==> src/rtl/sw_debounce.sv <==
// sw_debounce: per-channel two-flop synchroniser followed by a stable-level
// debouncer. A new level is accepted only after it has been seen at the
// synchroniser output for CNT_MAX consecutive edges. The block also produces
// one-cycle rise/fall pulses, a registered "something changed" flag and a
// wrapping count of cycles in which that flag was set.
//
// Parameter constraints: WIDTH in 1..10, CNT_MAX >= 1, 2**CNT_W > CNT_MAX-1.
module sw_debounce #(
    parameter int WIDTH   = 8,
    parameter int CNT_MAX = 500000,
    parameter int CNT_W   = 19
) (
    input  logic             CLOCK_50,
    input  logic             resetn,
    input  logic [WIDTH-1:0] sw_in,
    output logic [WIDTH-1:0] sw_clean,
    output logic [WIDTH-1:0] sw_rise,
    output logic [WIDTH-1:0] sw_fall,
    output logic             any_change,
    output logic [7:0]       event_count
);

    // Terminal count: reaching this value with a mismatch still present
    // means the new level has been stable long enough to accept.
    localparam logic [CNT_W-1:0] CNT_LAST = CNT_W'(CNT_MAX - 1);

    logic [WIDTH-1:0] sync1;
    logic [WIDTH-1:0] sync2;
    logic [WIDTH-1:0] db;
    logic [WIDTH-1:0] rise;
    logic [WIDTH-1:0] fall;
    logic [CNT_W-1:0] cnt     [WIDTH];
    logic [CNT_W-1:0] cnt_nxt [WIDTH];
    logic [WIDTH-1:0] accept;
    logic             any_q;
    logic [7:0]       evcnt;

    // Per-channel decision: restart on match, count on mismatch, accept at
    // the terminal count (counter goes back to zero on acceptance).
    always_comb begin
        for (int i = 0; i < WIDTH; i++) begin
            accept[i]  = 1'b0;
            cnt_nxt[i] = '0;
            if (sync2[i] != db[i]) begin
                if (cnt[i] == CNT_LAST) begin
                    accept[i] = 1'b1;
                end else begin
                    cnt_nxt[i] = cnt[i] + CNT_W'(1);
                end
            end
        end
    end

    // Two-flop synchroniser for the asynchronous switch lines.
    always_ff @(posedge CLOCK_50 or negedge resetn) begin
        if (!resetn) begin
            sync1 <= '0;
            sync2 <= '0;
        end else begin
            sync1 <= sw_in;
            sync2 <= sync1;
        end
    end

    // Debounced level, stability counters and one-cycle edge pulses.
    always_ff @(posedge CLOCK_50 or negedge resetn) begin
        if (!resetn) begin
            db   <= '0;
            rise <= '0;
            fall <= '0;
            for (int i = 0; i < WIDTH; i++) begin
                cnt[i] <= '0;
            end
        end else begin
            db   <= db ^ accept;
            rise <= accept & sync2;
            fall <= accept & ~sync2;
            for (int i = 0; i < WIDTH; i++) begin
                cnt[i] <= cnt_nxt[i];
            end
        end
    end

    // Change flag trails the pulses by one cycle; the event counter steps on
    // the same edge the flag goes high, once per cycle however many channels
    // changed, and wraps naturally at 8 bits.
    always_ff @(posedge CLOCK_50 or negedge resetn) begin
        if (!resetn) begin
            any_q <= 1'b0;
            evcnt <= '0;
        end else begin
            any_q <= |(rise | fall);
            if (|(rise | fall)) begin
                evcnt <= evcnt + 8'd1;
            end
        end
    end

    assign sw_clean    = db;
    assign sw_rise     = rise;
    assign sw_fall     = fall;
    assign any_change  = any_q;
    assign event_count = evcnt;

endmodule

==> config.mk <==
export PLATFORM = sky130hd
export DESIGN_NAME = sw_debounce
export DESIGN_NICKNAME = d
export VERILOG_FILES = /design/src/rtl/sw_debounce.sv
export SDC_FILE = /design/constraint.sdc
export NUM_CORES = 1
export LEC_CHECK = 0
export BUFFER_PORTS_ARGS = -buffer_cell sky130_fd_sc_hd__buf_4
export CORE_MARGIN = 2
export CORE_UTILIZATION = 50
export DETAILED_ROUTE_END_ITERATION = 16
export PLACE_DENSITY = 0.79
export SETUP_SLACK_MARGIN = 0.1
export SKIP_LAST_GASP = 1
export SLEW_MARGIN = 20
export SYNTH_ARGS = -nofsm -noshare
export SYNTH_HDL_FRONTEND = slang
export SYNTH_SLANG_ARGS = --single-unit
export TNS_END_PERCENT = 20
==> constraint.sdc <==
create_clock -name CLOCK_50 -period 3.25 [get_ports CLOCK_50]
set_input_delay 0.65 -clock CLOCK_50 [delete_from_list [all_inputs] [get_ports CLOCK_50]]
set_output_delay 0.65 -clock CLOCK_50 [all_outputs]
set_load 0.1 [all_outputs]
# Word-level counts from Yosys, hierarchy flattened
# Index checks and enable logic that the tools add are counted.
[op_classes]
muxes = 32
reduce_logical = 1
n_eq_ne = 16
bitwise_logic = 5
n_addsub = 9
[ops]
columns = ["cell", "count"]
rows = [
  ["$mux W19", 16],
  ["$add A19 B1 Y19 const B", 8],
  ["$eq A19 B19 Y1 const B", 8],
  ["$and A8 B8 Y8", 2],
  ["$mux W1", 16],
  ["$add A8 B1 Y8 const B", 1],
  ["$ne A1 B1 Y1", 8],
  ["$not A8 Y8", 1],
  ["$or A8 B8 Y8", 1],
  ["$reduce_or A8 Y1", 1],
  ["$xor A8 B8 Y8", 1],
]
[word_totals]
output_inout_bits = 33
ff_bits = 201
in_bits = 10
elab_cells = 78

# Depth between registers and ports, before layout
[depth]
word_depth = 4
mapped_depth = 7
ltp_nobuf = 5

# Worst setup path after synthesis
# No wires, ideal clock.
[synth_timing]
kind = "reg-to-reg"
start = "register cnt[68] (netlist bit)"
end = "register with a tool-made name"
setup_time_ps = 126
arrival_time_ps = 2002
path_stages_with_launch = 5
t_required_ps = 3124
slack_ps = 1123
cell_sequence = "dfrtp_1 -> or4_1 -> or4_4 -> or2_4 -> mux2_4"
[synth_rtl]
columns = ["item", "line_no", "text"]
rows = [
  ["from (decl)", "32", "logic [CNT_W-1:0] cnt [WIDTH];"],
  ["from (signal, indexed assignment)", "79", "cnt[i] <= cnt_nxt[i];"],
]

# Worst setup path in the final report
[layout_timing]
start = "register rise[1], in the netlist sw_rise[1]"
end = "register evcnt[7], in the netlist event_count[7]"
[layout_via]
elab_chain_len = 2
[layout_lines]
columns = ["item", "line_no", "text"]
rows = [
  ["from (decl)", "30", "logic [WIDTH-1:0] rise;"],
  ["from (signal assigned)", "76", "rise <= accept & sync2;"],
  ["$or A8 B8 Y8", "93", "if (|(rise | fall)) begin"],
  ["$reduce_or A8 Y1", "93", ""],
  ["to (signal assigned)", "94", "evcnt <= evcnt + 8'd1;"],
  ["to (decl)", "36", "logic [7:0] evcnt;"],
]
# Every way passes these cells.
# A chain may end at the register's enable or synchronous reset.

==> metrics.md <==
| Metric | Value |
|---|---|
| Status | `finished, final reports clean` |
| CTS tree | `done` |
| Layout area overhead | `15.85%` |
| Num CTS Buffers | `22` |
| Reg2reg setup slack | `0.77 ns` |
| Sequential standard cell area | `0.005030 mm²` |
| Cells after Synth | `889` |
| Syn nets | `908` |
| Drc violations | `0` |
| Synthesized area | `0.009246 mm²` |
| Most frequent cell after synthesis | `dfrtp_1` |
| CTS resizes | `0` |
| Synth area leaders | `dfrtp_1 54%, xnor2_1 5.8%, xor2_1 4.5%, nor2_1 4.4%, nand4_1 3.5%` |
| Setup crit start kind | `flop` |
| GPL Wtd Cong | `0.8549` |
| Antenna viol nets, final | `0` |
| Initial core utilization | `51.30%` |
| Yosys top cell area share | `54.40%` |
| Netlist cell types | `43` |
| # Post-CTS Setup Buffers | `0` |
| Post-cts hold buffer count | `0` |
| Final net count | `966` |
| Post-synthesis sequential area ratio | `54.40%` |
| CP Capture Type | `flop` |
| Die width | `140.0 µm` |
| Worst r2r src | `sw_rise[1]` |
| Hold Fails Final Rpt | `0` |
| Clock root cell | `clkbuf_16` |
| Crit path cell chain | `nor4_1, nand4_1, and4_1, xor2_1` |
| Buf/Inv on CP | `0` |
| Core box area | `0.01802 mm²` |
| Critical path fanouts, max | `9` |
| VDD IR max | `0.8003 mV` |
| Critical Path RT | `3.63 ns` |
| Max Slew Vio Count | `0` |
| CTS Sinks | `201` |
| Top sig layer | `met4` |
| Worst R2R Path Depth | `4` |
| Leak | `4.462 nW` |
| Io pins | `43` |
| IO Port Bufs | `42` |
| Die Y | `140.0 µm` |
| Worst slew margin | `35.09%` |
| Vias in the first global route | `6571` |
| Max-cap violations | `0` |
| Final min period | `2.484 ns` |
| Synth Flop Type | `dfrtp_1` |
| HP Class | `input port to async pin` |
| Finish-stage setup viols | `0` |
| Drt wl/cell | `15.61 µm` |
| Worst-Skew Late Latency | `0.50 ns` |
| Starting DRT DRC Count | `434` |
| Met2 wire len | `8.789 mm` |
| Ys Warns | `0` |
| Tcrit/Tclk final | `76.42%` |
| PwrDens | `513.3 mW/mm²` |
| Via density per instance | `5.778` |
| DP Area | `0.009877 mm²` |
| Gr ovfl total | `0` |
| Yosys reg bits | `201` |
| TritonRoute pass-1 iters | `5` |
| CTS clock-pin slew for the worst setup and hold paths | `0.06 ns` |
| Fin area | `0.01071 mm²` |
| HPWL after DPL | `12.55 mm` |
| FILL cells | `1474` |
| Slowest CP cell | `nor4_1` |
| Peak per-stage delay on the critical path | `0.84 ns` |
| Initial antenna violation count | `0` |
| Post-synth top cells | `201 x dfrtp_1, 109 x nor2_1, 61 x xnor2_1, 56 x nand2_1, 51 x nand4_1` |
| Multi-input logic area | `0.004090 mm²` |
| Setup TNS | `0 ns` |
| Share of cells above drive strength 1 | `11.94%` |
| Total number of vias | `6887` |
| Htree depth | `1` |
| Die area | `0.01960 mm²` |
| Crit path max-delay family | `simple AND/OR/NAND/NOR gates` |
| WL final | `18.60 mm` |
| F_max | `402.6 MHz` |
| Largest net degree at the start of global routing | `90` |
| Total Routing Usage GR | `19.22%` |
| Async S/R FF share, synth | `100.0%` |
| Post-synth EDFFs | `0` |
| Deepest clock path buffer count | `3` |
| FP Rows | `49` |
| Crit path DAT | `2.87 ns` |
| Cell type with the largest total area after synthesis | `dfrtp_1` |
| Crit Reg-Reg Endpoint | `event_count[7]` |
| Met3 routed WL | `871 µm` |
| RSZ-0062 raised after global routing | `no` |
| Syn avg cell area | `10.40 µm²` |
| Slew at the pin with the worst max-slew slack | `0.9647 ns` |
| Final Skew | `0.01355 ns` |
| M1 wire length | `8.582 mm` |
| Setup CP Type | `flop to flop` |
| First-pass GRT wire length | `31.84 mm` |
| Antenna Cells | `0` |
-- placed cells by master (no fill, tap or decap), types with 17 or more instances in the layout --
cell	count
xor2_1	48
or4_1	25
nor4_1	23
nor2_1	109
clkbuf_16	23
nand4_1	51
nand2_1	56
dfrtp_1	201
or3_1	28
o21ai_0	22
nand3_1	45
a21oi_1	42
and3_1	20
nor3b_1	18
o31ai_1	17
xnor2_1	61
buf_4	48
-- registers in the layout (all words and copies together), names as in the netlist, named ones only --
name         flops
sync2            8
sync1            8
sw_rise          8
any_change       1
cnt            152
sw_fall          8
event_count      8
-- layout make-up --
type	instances	area share (%)
timing repair buffer	51	3.866
clock buffer	26	5.759
clock inverter	14	2.032
multi-input combinational	656	38.18
sequential	201	46.96
inverter	15	0.5256
tap	229	2.675
-- worst reg2reg max path: stages, from the launching register on --
cell,delay (ns)
dfrtp_1,0.39
nor4_1,0.84
nand4_1,0.59
and4_1,0.42
xor2_1,0.13
-- worst max path at each step --
| stage | startpoint | end | cells past startpoint |
|---|---|---|---|
| 2_1_floorplan | cnt[68] | flop | 4 |
| 3_3_place_gp | sw_rise[1] | event_count[7] | 4 |
| 3_5_place_dp | sw_rise[1] | event_count[7] | 4 |
| 4_1_cts | sw_rise[1] | event_count[7] | 4 |
| 5_1_grt | sw_rise[1] | event_count[7] | 4 |
| 6_report | sw_rise[1] | event_count[7] | 4 |
-- power by group --
part	total [mW]	switching, mW	leakage (nW)	internal (mW)
clock network	2.78	1.01	0.402	1.77
logic	0.148	0.101	1.31	0.0470
registers	2.57	0.0340	2.75	2.54
-- kinds of logic after synthesis --
kind of cell | count (synthesis) | share of synthesized area [%]
compound gates | 91 | 5.670
simple gates | 438 | 25.89
flops | 201 | 54.40
mux | 9 | 1.137
buf+inv | 32 | 1.367
xor+xnor | 109 | 10.32
fa+ha+maj | 9 | 1.218
-- metrics by stage --
stage	util [%]	cells	setup WS [ns]	hold WS [ns]	total power [mW]
floorplan	-	889	1.123	0.3312	2.674
global placement	54.80	1152	0.8878	0.3323	2.764
detailed placement	54.80	1152	0.8499	0.3347	2.768
CTS	59.43	1192	0.8256	0.2429	5.560
global route	59.43	1192	0.7025	0.2476	5.678
finish	59.43	1192	0.7663	0.2109	5.498
-- per-layer routing --
metal / vias up / global-route usage (%)
met2: 151 / 30.94
li1: 3323 / -
met1: 3383 / 27.65
met4: 0 / 4.421
met3: 30 / 3.179
met5: - / 0
Power figures use the tool's default switching activity.
